### src/rtl/sd_pkg.sv
// Shared constants and state encoding for the SD frame scheduler.
package sd_pkg;

  // Storage geometry: 512-byte sectors, 1936x1088 frames of 16-bit pixels.
  localparam int unsigned SECTOR_BYTES  = 512;
  localparam int unsigned FRAME_W       = 1936;
  localparam int unsigned FRAME_H       = 1088;
  localparam int unsigned BYTES_PER_PIX = 2;

  // Whole sectors needed per frame (rounded up; 8228 for this geometry).
  localparam int unsigned SECTORS_PER_FRAME_DEF =
    (FRAME_W * FRAME_H * BYTES_PER_PIX + SECTOR_BYTES - 1) / SECTOR_BYTES;

  // Card layout: start sectors of the two recorded sequences.
  localparam int unsigned DAY_BASE_DEF   = 24832;
  localparam int unsigned NIGHT_BASE_DEF = 1505920;

  // Default read watchdog: 2^26 cycles per frame.
  localparam int unsigned TIMEOUT_CYC_DEF = 32'd1 << 26;

  typedef enum logic [2:0] {
    ST_IDLE      = 3'd0,
    ST_WAIT_IDLE = 3'd1,
    ST_ISSUE     = 3'd2,
    ST_ACTIVE    = 3'd3,
    ST_NEXT      = 3'd4,
    ST_HOLD      = 3'd5
  } sd_state_e;

endpackage

### src/rtl/sd_wdog_cnt.sv
// Read watchdog: counts cycles while enabled, flags the last allowed cycle.
module sd_wdog_cnt
  import sd_pkg::*;
#(
  parameter int unsigned TIMEOUT_CYC = TIMEOUT_CYC_DEF
) (
  input  logic clk,
  input  logic rst,
  input  logic clear,
  input  logic enable,
  output logic expired
);

  localparam int CW = (TIMEOUT_CYC > 1) ? $clog2(TIMEOUT_CYC) : 1;
  // Count 0 is the first enabled cycle, so the last allowed one is TIMEOUT_CYC-1.
  localparam logic [CW-1:0] C_LAST = CW'(TIMEOUT_CYC - 1);

  logic [CW-1:0] r_cnt;

  // Cycle counter: held at zero while cleared, saturates once expired.
  always_ff @(posedge clk) begin
    if (rst || clear) begin
      r_cnt <= '0;
    end else if (enable && !expired) begin
      r_cnt <= r_cnt + CW'(1);
    end
  end

  assign expired = enable && (r_cnt == C_LAST);

endmodule

### src/rtl/sd_frame_sched.sv
// Frame read scheduler: walks a day/night frame sequence on the SD card,
// issuing one sector-aligned read per frame with back-pressure and watchdog.
module sd_frame_sched
  import sd_pkg::*;
#(
  parameter int unsigned SECTORS_PER_FRAME = SECTORS_PER_FRAME_DEF,
  parameter int unsigned NUM_FRAMES        = 180,
  parameter int unsigned DAY_BASE          = DAY_BASE_DEF,
  parameter int unsigned NIGHT_BASE        = NIGHT_BASE_DEF,
  parameter int unsigned TIMEOUT_CYC       = TIMEOUT_CYC_DEF
) (
  input  logic        clk,
  input  logic        rst,
  input  logic        start,
  input  logic        stop,
  input  logic        scene_sel,
  input  logic        loop_en,
  input  logic        fifo_afull,
  input  logic        sd_idle,
  input  logic        rd_done,
  output logic        rd_req,
  output logic [31:0] rd_sector,
  output logic [29:0] rd_size,
  output logic        frame_start,
  output logic [15:0] frame_idx,
  output logic        busy,
  output logic        err_timeout
);

  localparam logic [31:0] C_SPF      = 32'(SECTORS_PER_FRAME);
  localparam logic [29:0] C_RD_SIZE  = 30'(SECTORS_PER_FRAME * SECTOR_BYTES);
  localparam logic [15:0] C_LAST_IDX = 16'(NUM_FRAMES - 1);
  localparam logic [31:0] C_DAY      = 32'(DAY_BASE);
  localparam logic [31:0] C_NIGHT    = 32'(NIGHT_BASE);

  sd_state_e   r_state;
  sd_state_e   w_state_next;

  logic [31:0] r_base;        // start sector of the latched sequence
  logic [31:0] r_cur_sector;  // base + frame_idx*SECTORS_PER_FRAME, kept incrementally
  logic [31:0] r_rd_sector;
  logic [29:0] r_rd_size;
  logic [15:0] r_frame_idx;
  logic        r_stop_pend;
  logic        r_err_timeout;

  logic        w_accept_start;
  logic        w_load_rd;
  logic        w_step;
  logic        w_wrap;
  logic        w_timeout;
  logic        w_wdog_expired;

  sd_wdog_cnt #(
    .TIMEOUT_CYC (TIMEOUT_CYC)
  ) u_wdog (
    .clk     (clk),
    .rst     (rst),
    .clear   (r_state != ST_ACTIVE),
    .enable  (r_state == ST_ACTIVE),
    .expired (w_wdog_expired)
  );

  // State register.
  always_ff @(posedge clk) begin
    if (rst) begin
      r_state <= ST_IDLE;
    end else begin
      r_state <= w_state_next;
    end
  end

  // Next-state logic and the one-cycle control strobes for the datapath.
  always_comb begin
    w_state_next   = r_state;
    w_accept_start = 1'b0;
    w_load_rd      = 1'b0;
    w_step         = 1'b0;
    w_wrap         = 1'b0;
    w_timeout      = 1'b0;
    case (r_state)
      ST_IDLE: begin
        if (start) begin
          w_accept_start = 1'b1;
          w_state_next   = ST_WAIT_IDLE;
        end
      end
      ST_WAIT_IDLE: begin
        if (sd_idle && !fifo_afull) begin
          w_load_rd    = 1'b1;
          w_state_next = ST_ISSUE;
        end
      end
      ST_ISSUE: begin
        w_state_next = ST_ACTIVE;
      end
      ST_ACTIVE: begin
        // A completion on the watchdog's last cycle still counts as success.
        if (rd_done) begin
          w_state_next = ST_NEXT;
        end else if (w_wdog_expired) begin
          w_timeout    = 1'b1;
          w_state_next = ST_IDLE;
        end
      end
      ST_NEXT: begin
        if (r_frame_idx == C_LAST_IDX) begin
          if (loop_en) begin
            w_wrap       = 1'b1;
            w_state_next = ST_HOLD;
          end else begin
            w_state_next = ST_IDLE;
          end
        end else begin
          w_step       = 1'b1;
          w_state_next = ST_HOLD;
        end
      end
      ST_HOLD: begin
        // A stop arriving in this very cycle is honoured as well.
        if (r_stop_pend || stop) begin
          w_state_next = ST_IDLE;
        end else if (sd_idle && !fifo_afull) begin
          w_load_rd    = 1'b1;
          w_state_next = ST_ISSUE;
        end
      end
      default: begin
        w_state_next = ST_IDLE;
      end
    endcase
  end

  // Sequence datapath: base latch, frame counter, read descriptor, flags.
  always_ff @(posedge clk) begin
    if (rst) begin
      r_base        <= '0;
      r_cur_sector  <= '0;
      r_rd_sector   <= '0;
      r_rd_size     <= '0;
      r_frame_idx   <= '0;
      r_stop_pend   <= 1'b0;
      r_err_timeout <= 1'b0;
    end else begin
      if (w_accept_start) begin
        r_base       <= scene_sel ? C_NIGHT : C_DAY;
        r_cur_sector <= scene_sel ? C_NIGHT : C_DAY;
        r_frame_idx  <= '0;
      end else if (w_wrap) begin
        r_cur_sector <= r_base;
        r_frame_idx  <= '0;
      end else if (w_step) begin
        r_cur_sector <= r_cur_sector + C_SPF;
        r_frame_idx  <= r_frame_idx + 16'd1;
      end

      // Descriptor is captured on the way into ISSUE and held until the next one.
      if (w_load_rd) begin
        r_rd_sector <= r_cur_sector;
        r_rd_size   <= C_RD_SIZE;
      end

      if (w_state_next == ST_IDLE) begin
        r_stop_pend <= 1'b0;
      end else if (stop && (r_state != ST_IDLE)) begin
        r_stop_pend <= 1'b1;
      end

      if (w_accept_start) begin
        r_err_timeout <= 1'b0;
      end else if (w_timeout) begin
        r_err_timeout <= 1'b1;
      end
    end
  end

  assign rd_req      = (r_state == ST_ACTIVE);
  assign frame_start = (r_state == ST_ISSUE);
  assign busy        = (r_state != ST_IDLE);
  assign rd_sector   = r_rd_sector;
  assign rd_size     = r_rd_size;
  assign frame_idx   = r_frame_idx;
  assign err_timeout = r_err_timeout;

endmodule

### config.mk
export PLATFORM = sky130hd
export DESIGN_NAME = sd_frame_sched
export DESIGN_NICKNAME = d
export VERILOG_FILES = /design/src/rtl/sd_pkg.sv /design/src/rtl/sd_wdog_cnt.sv /design/src/rtl/sd_frame_sched.sv
export SDC_FILE = /design/constraint.sdc
export NUM_CORES = 1
export LEC_CHECK = 0
export BUFFER_PORTS_ARGS = -buffer_cell sky130_fd_sc_hd__buf_2
export CAP_MARGIN = 20
export CORE_MARGIN = 10
export CORE_UTILIZATION = 44
export CTS_BUF_LIST = sky130_fd_sc_hd__clkbuf_16
export DETAILED_ROUTE_END_ITERATION = 10
export GPL_ROUTABILITY_DRIVEN = 0
export GPL_TIMING_DRIVEN = 0
export MAX_ROUTING_LAYER = met4
export SYNTH_ARGS = -nofsm -noshare
export SYNTH_HDL_FRONTEND = slang
export SYNTH_SLANG_ARGS = --single-unit
### constraint.sdc
create_clock -name clk -period 2.5 [get_ports clk]
set_input_delay 0.5 -clock clk [delete_from_list [all_inputs] [get_ports clk]]
set_output_delay 0.5 -clock clk [all_outputs]
set_load 0.01 [all_outputs]
==> run_results.csv <==
group,metric,value,unit
floorplan,pin_count,91,
sta,setup_tns,0,ns
synth,postSynthAreaPerCell,8.990,sq um
synth,synthTopCellsByCount,"dfxtp_1 (111), nor2_1 (88), nand2_1 (54)",
clocking,clkSinkCount,111,
sta,grt_setup_unrepaired,"false",
grt,first_global_vias,4779,
synth,syn-instance-count,647,
synth,netlist_top_cells_area,"dfxtp_1 (38%), mux2i_1 (7.6%), nor2_1 (5.7%)",
floorplan,die_y,135.0,microns
sta,min_period,2.285,ns
setup_path,endpoint_kind,"flip-flop",
synth,ys_warn_count,0,
synth,synth_top_cell_area_share,38.20,%
floorplan,fp.dieArea,18220,sq um
sta,worst_pin_slew,0.7333,ns
setup_path,reg2reg_from,"frame_idx[0]",
detailed_routing,drt_iter0_drc,467,
grt,grt_antenna_before_repair,0,
clocking,cts_tree,"built",
setup_path,worstSetupPathType,"reg -> reg",
setup_path,startpoint_type,"flip-flop",
synth,muxShareOfSynthArea,7.572,%
pwr,p_switching,0.8886,mW
synth,synth_top_family_by_area,"simple AND/OR/NAND/NOR gates",
grt,grt_pass1_wl,23.81,mm
placed_design,dp.cells,908,
sta,fin_worst_skew,0.008722,ns
clocking,root_buffer,"clkbuf_16",
pwr,p_per_area,534.2,nW/um^2
sta,hold_viol,0,
floorplan,coreArea,12770,sq um
grt,track_usage,16.21,%
clocking,cts_resized,0,
synth,ys_seq_area_share,38.20,%
placed_design,io_buffers,61,
clocking,cts_buffers,9,
clocking,clock_path_buffers,2,
synth,synth_largest_area_cell,"dfxtp_1",
floorplan,die_w,135.0,microns
cells_and_area,n_antenna_cell,0,
clocking,post_cts_buffers,0,
grt,gr-total-overflow,0,
cells_and_area,drive_gt1_share,21.84,%
pwr,leakage,2.848,nW
worst_hold_path,hold_path.class,"reg -> reg",
setup_path,cp.arrival,2.50,ns
detailed_routing,dr.pass1.iters,5,
sta,period_share,91.39,%
synth,yosys_most_used_dff,"dfxtp_1",
detailed_routing,route.vias.total,4967,
detailed_routing,wire_per_inst,15.83,microns
pwr,combPwrFrac,10.1,%
detailed_routing,drc_errors,0,
synth,synthAdderAreaFrac,0.6453,%
grt,grt_max_degree,17,
synth,syn-cell-area,5817,sq um
setup_path,crit_required,2.72,ns
setup_path,crit_start,"frame_idx[0]",
synth,async_flop_share,0,%
synth,synth-xor-area-share,4.517,%
cells_and_area,area_growth,15.55,%
worst_hold_path,hp-start,"r_cur_sector[31]",
synth,yosysMostFrequentCell,"dfxtp_1",
clocking,path_clk_slew,0.07,ns
sta,finalSetupViolCount,0,
synth,synth_seq_cells,111,
pwr,clkPwrFrac,38.8,%
floorplan,start_util,45.54,%
pwr,ir_drop,268.6,uV
synth,synth_edf_count,0,
clocking,clk_latency,0.35,ns
sta,slew_headroom,50.73,%
status,status,"finished clean",
sta,fmax,0.4377,GHz
setup_path,cp_max_fo,10,
synth,synth_cell_types,81,
cells_and_area,final_nets,759,
pwr,p_seq_share,51.1,%
clocking,holdBufCountCts,0,
run,maxCapViolCount,0,
clocking,cts_htree_levels,3,
pwr,swShare,24.75,%
synth,synth-simple-area-share,26.37,%
sta,slew_violations,0,
synth,synth_compound_area_share,14.54,%
floorplan,rows,41,
placed_design,post-dp-hpwl,10.90,mm
pwr,p_int,2.702,mW
detailed_routing,antenna_left,0,
cells_and_area,instances_no_fill,923,
detailed_routing,drt-total-wl,14.61,mm
detailed_routing,routed_via_density,5.381,
## per-stage QoR
| step | power, mW | hold WS [ns] | worst slack, ns | instance area (sq um) | utilization, % |
|---|---|---|---|---|---|
| after floorplan | 2.137 | 0.4420 | 0.5510 | 5922 | - |
| after global placement | 2.222 | 0.4546 | 0.2214 | 6442 | 50.44 |
| after detailed placement | 2.231 | 0.4661 | 0.1747 | 6442 | 50.44 |
| after CTS | 3.618 | 0.4750 | 0.2143 | 6721 | 52.62 |
| after global routing | 3.735 | 0.4912 | 0.02843 | 6721 | 52.62 |
| final | 3.591 | 0.4741 | 0.2151 | 6721 | 52.62 |
## registers in the layout, summed over array words and instances, names as in the netlist
signal,count
rd_size,1
r_base,3
r_cur_sector,30
err_timeout,1
r_stop_pend,1
r_state,3
rd_sector,30
u_wdog.r_cnt,26
frame_idx,16
## logic make-up (layout without fill, tap and decap cells)
kind of cell    count (synthesis)  in the layout
buf+inv                        75            151
other cells                     1             29
xor+xnor                       30             30
simple gates                  273            273
compound gates                110            110
flops                         111            111
mux                            44             44
fa+ha+maj                       3              3
## path summary, 6_finish.rpt
kind,end,slack [ns],cells after the start
max reg2reg,r_cur_sector[18],0.22,7
min,r_cur_sector[31],0.47,2
min reg2reg,r_cur_sector[31],0.47,2
max,r_cur_sector[18],0.22,7
## final cells by class
type / count / area, sq um
buffer: 60 / 414.1
clock buffer: 9 / 225.2
clock inverter: 6 / 53.80
fill: 1265 / 6052
inverter: 15 / 56.30
multi-input combinational: 489 / 3229
sequential: 111 / 2222
tap: 172 / 215.2
timing repair buffer: 61 / 305.3
## critical path, stage by stage, from the launching register on
cell     delay [ns]
dfxtp_1        0.43
ha_1           0.24
nor4b_4        0.28
nand4_4        0.26
o21a_2         0.34
buf_2          0.24
nor2_1         0.24
o32ai_1        0.12
## cells in the final DEF (no fill, tap or decap), drive strengths merged, types with 12 or more instances in the layout
cell type / synthesis / layout
dfxtp: 111 / 111
buf: 50 / 111
xor2: 19 / 19
mux2i: 44 / 44
nor2: 92 / 92
nand4: 23 / 23
nand2b: 13 / 13
nand3: 29 / 29
a31oi: 12 / 12
o21ai: 17 / 17
clkbuf: 10 / 19
conb: 1 / 29
inv: 15 / 16
nand2: 54 / 54
a21oi: 23 / 23
## per-layer routing
layer	vias to the layer above	GRT usage, %	wire length, microns
met5	-	-	0
met4	0	6.220	212
met3	17	3.635	878
met2	128	24.97	6567
met1	2348	20.31	6951
li1	2474	-	-
## power groups by stage
stage	sequential, mW	clock (mW)	combinational, mW
after CTS	1.83	1.43	0.360
after detailed placement	1.87	0	0.358
after global placement	1.87	0	0.351
final	1.83	1.39	0.364
after global routing	1.84	1.50	0.397
after floorplan	1.86	0	0.272
Power figures use the tool's default switching activity.
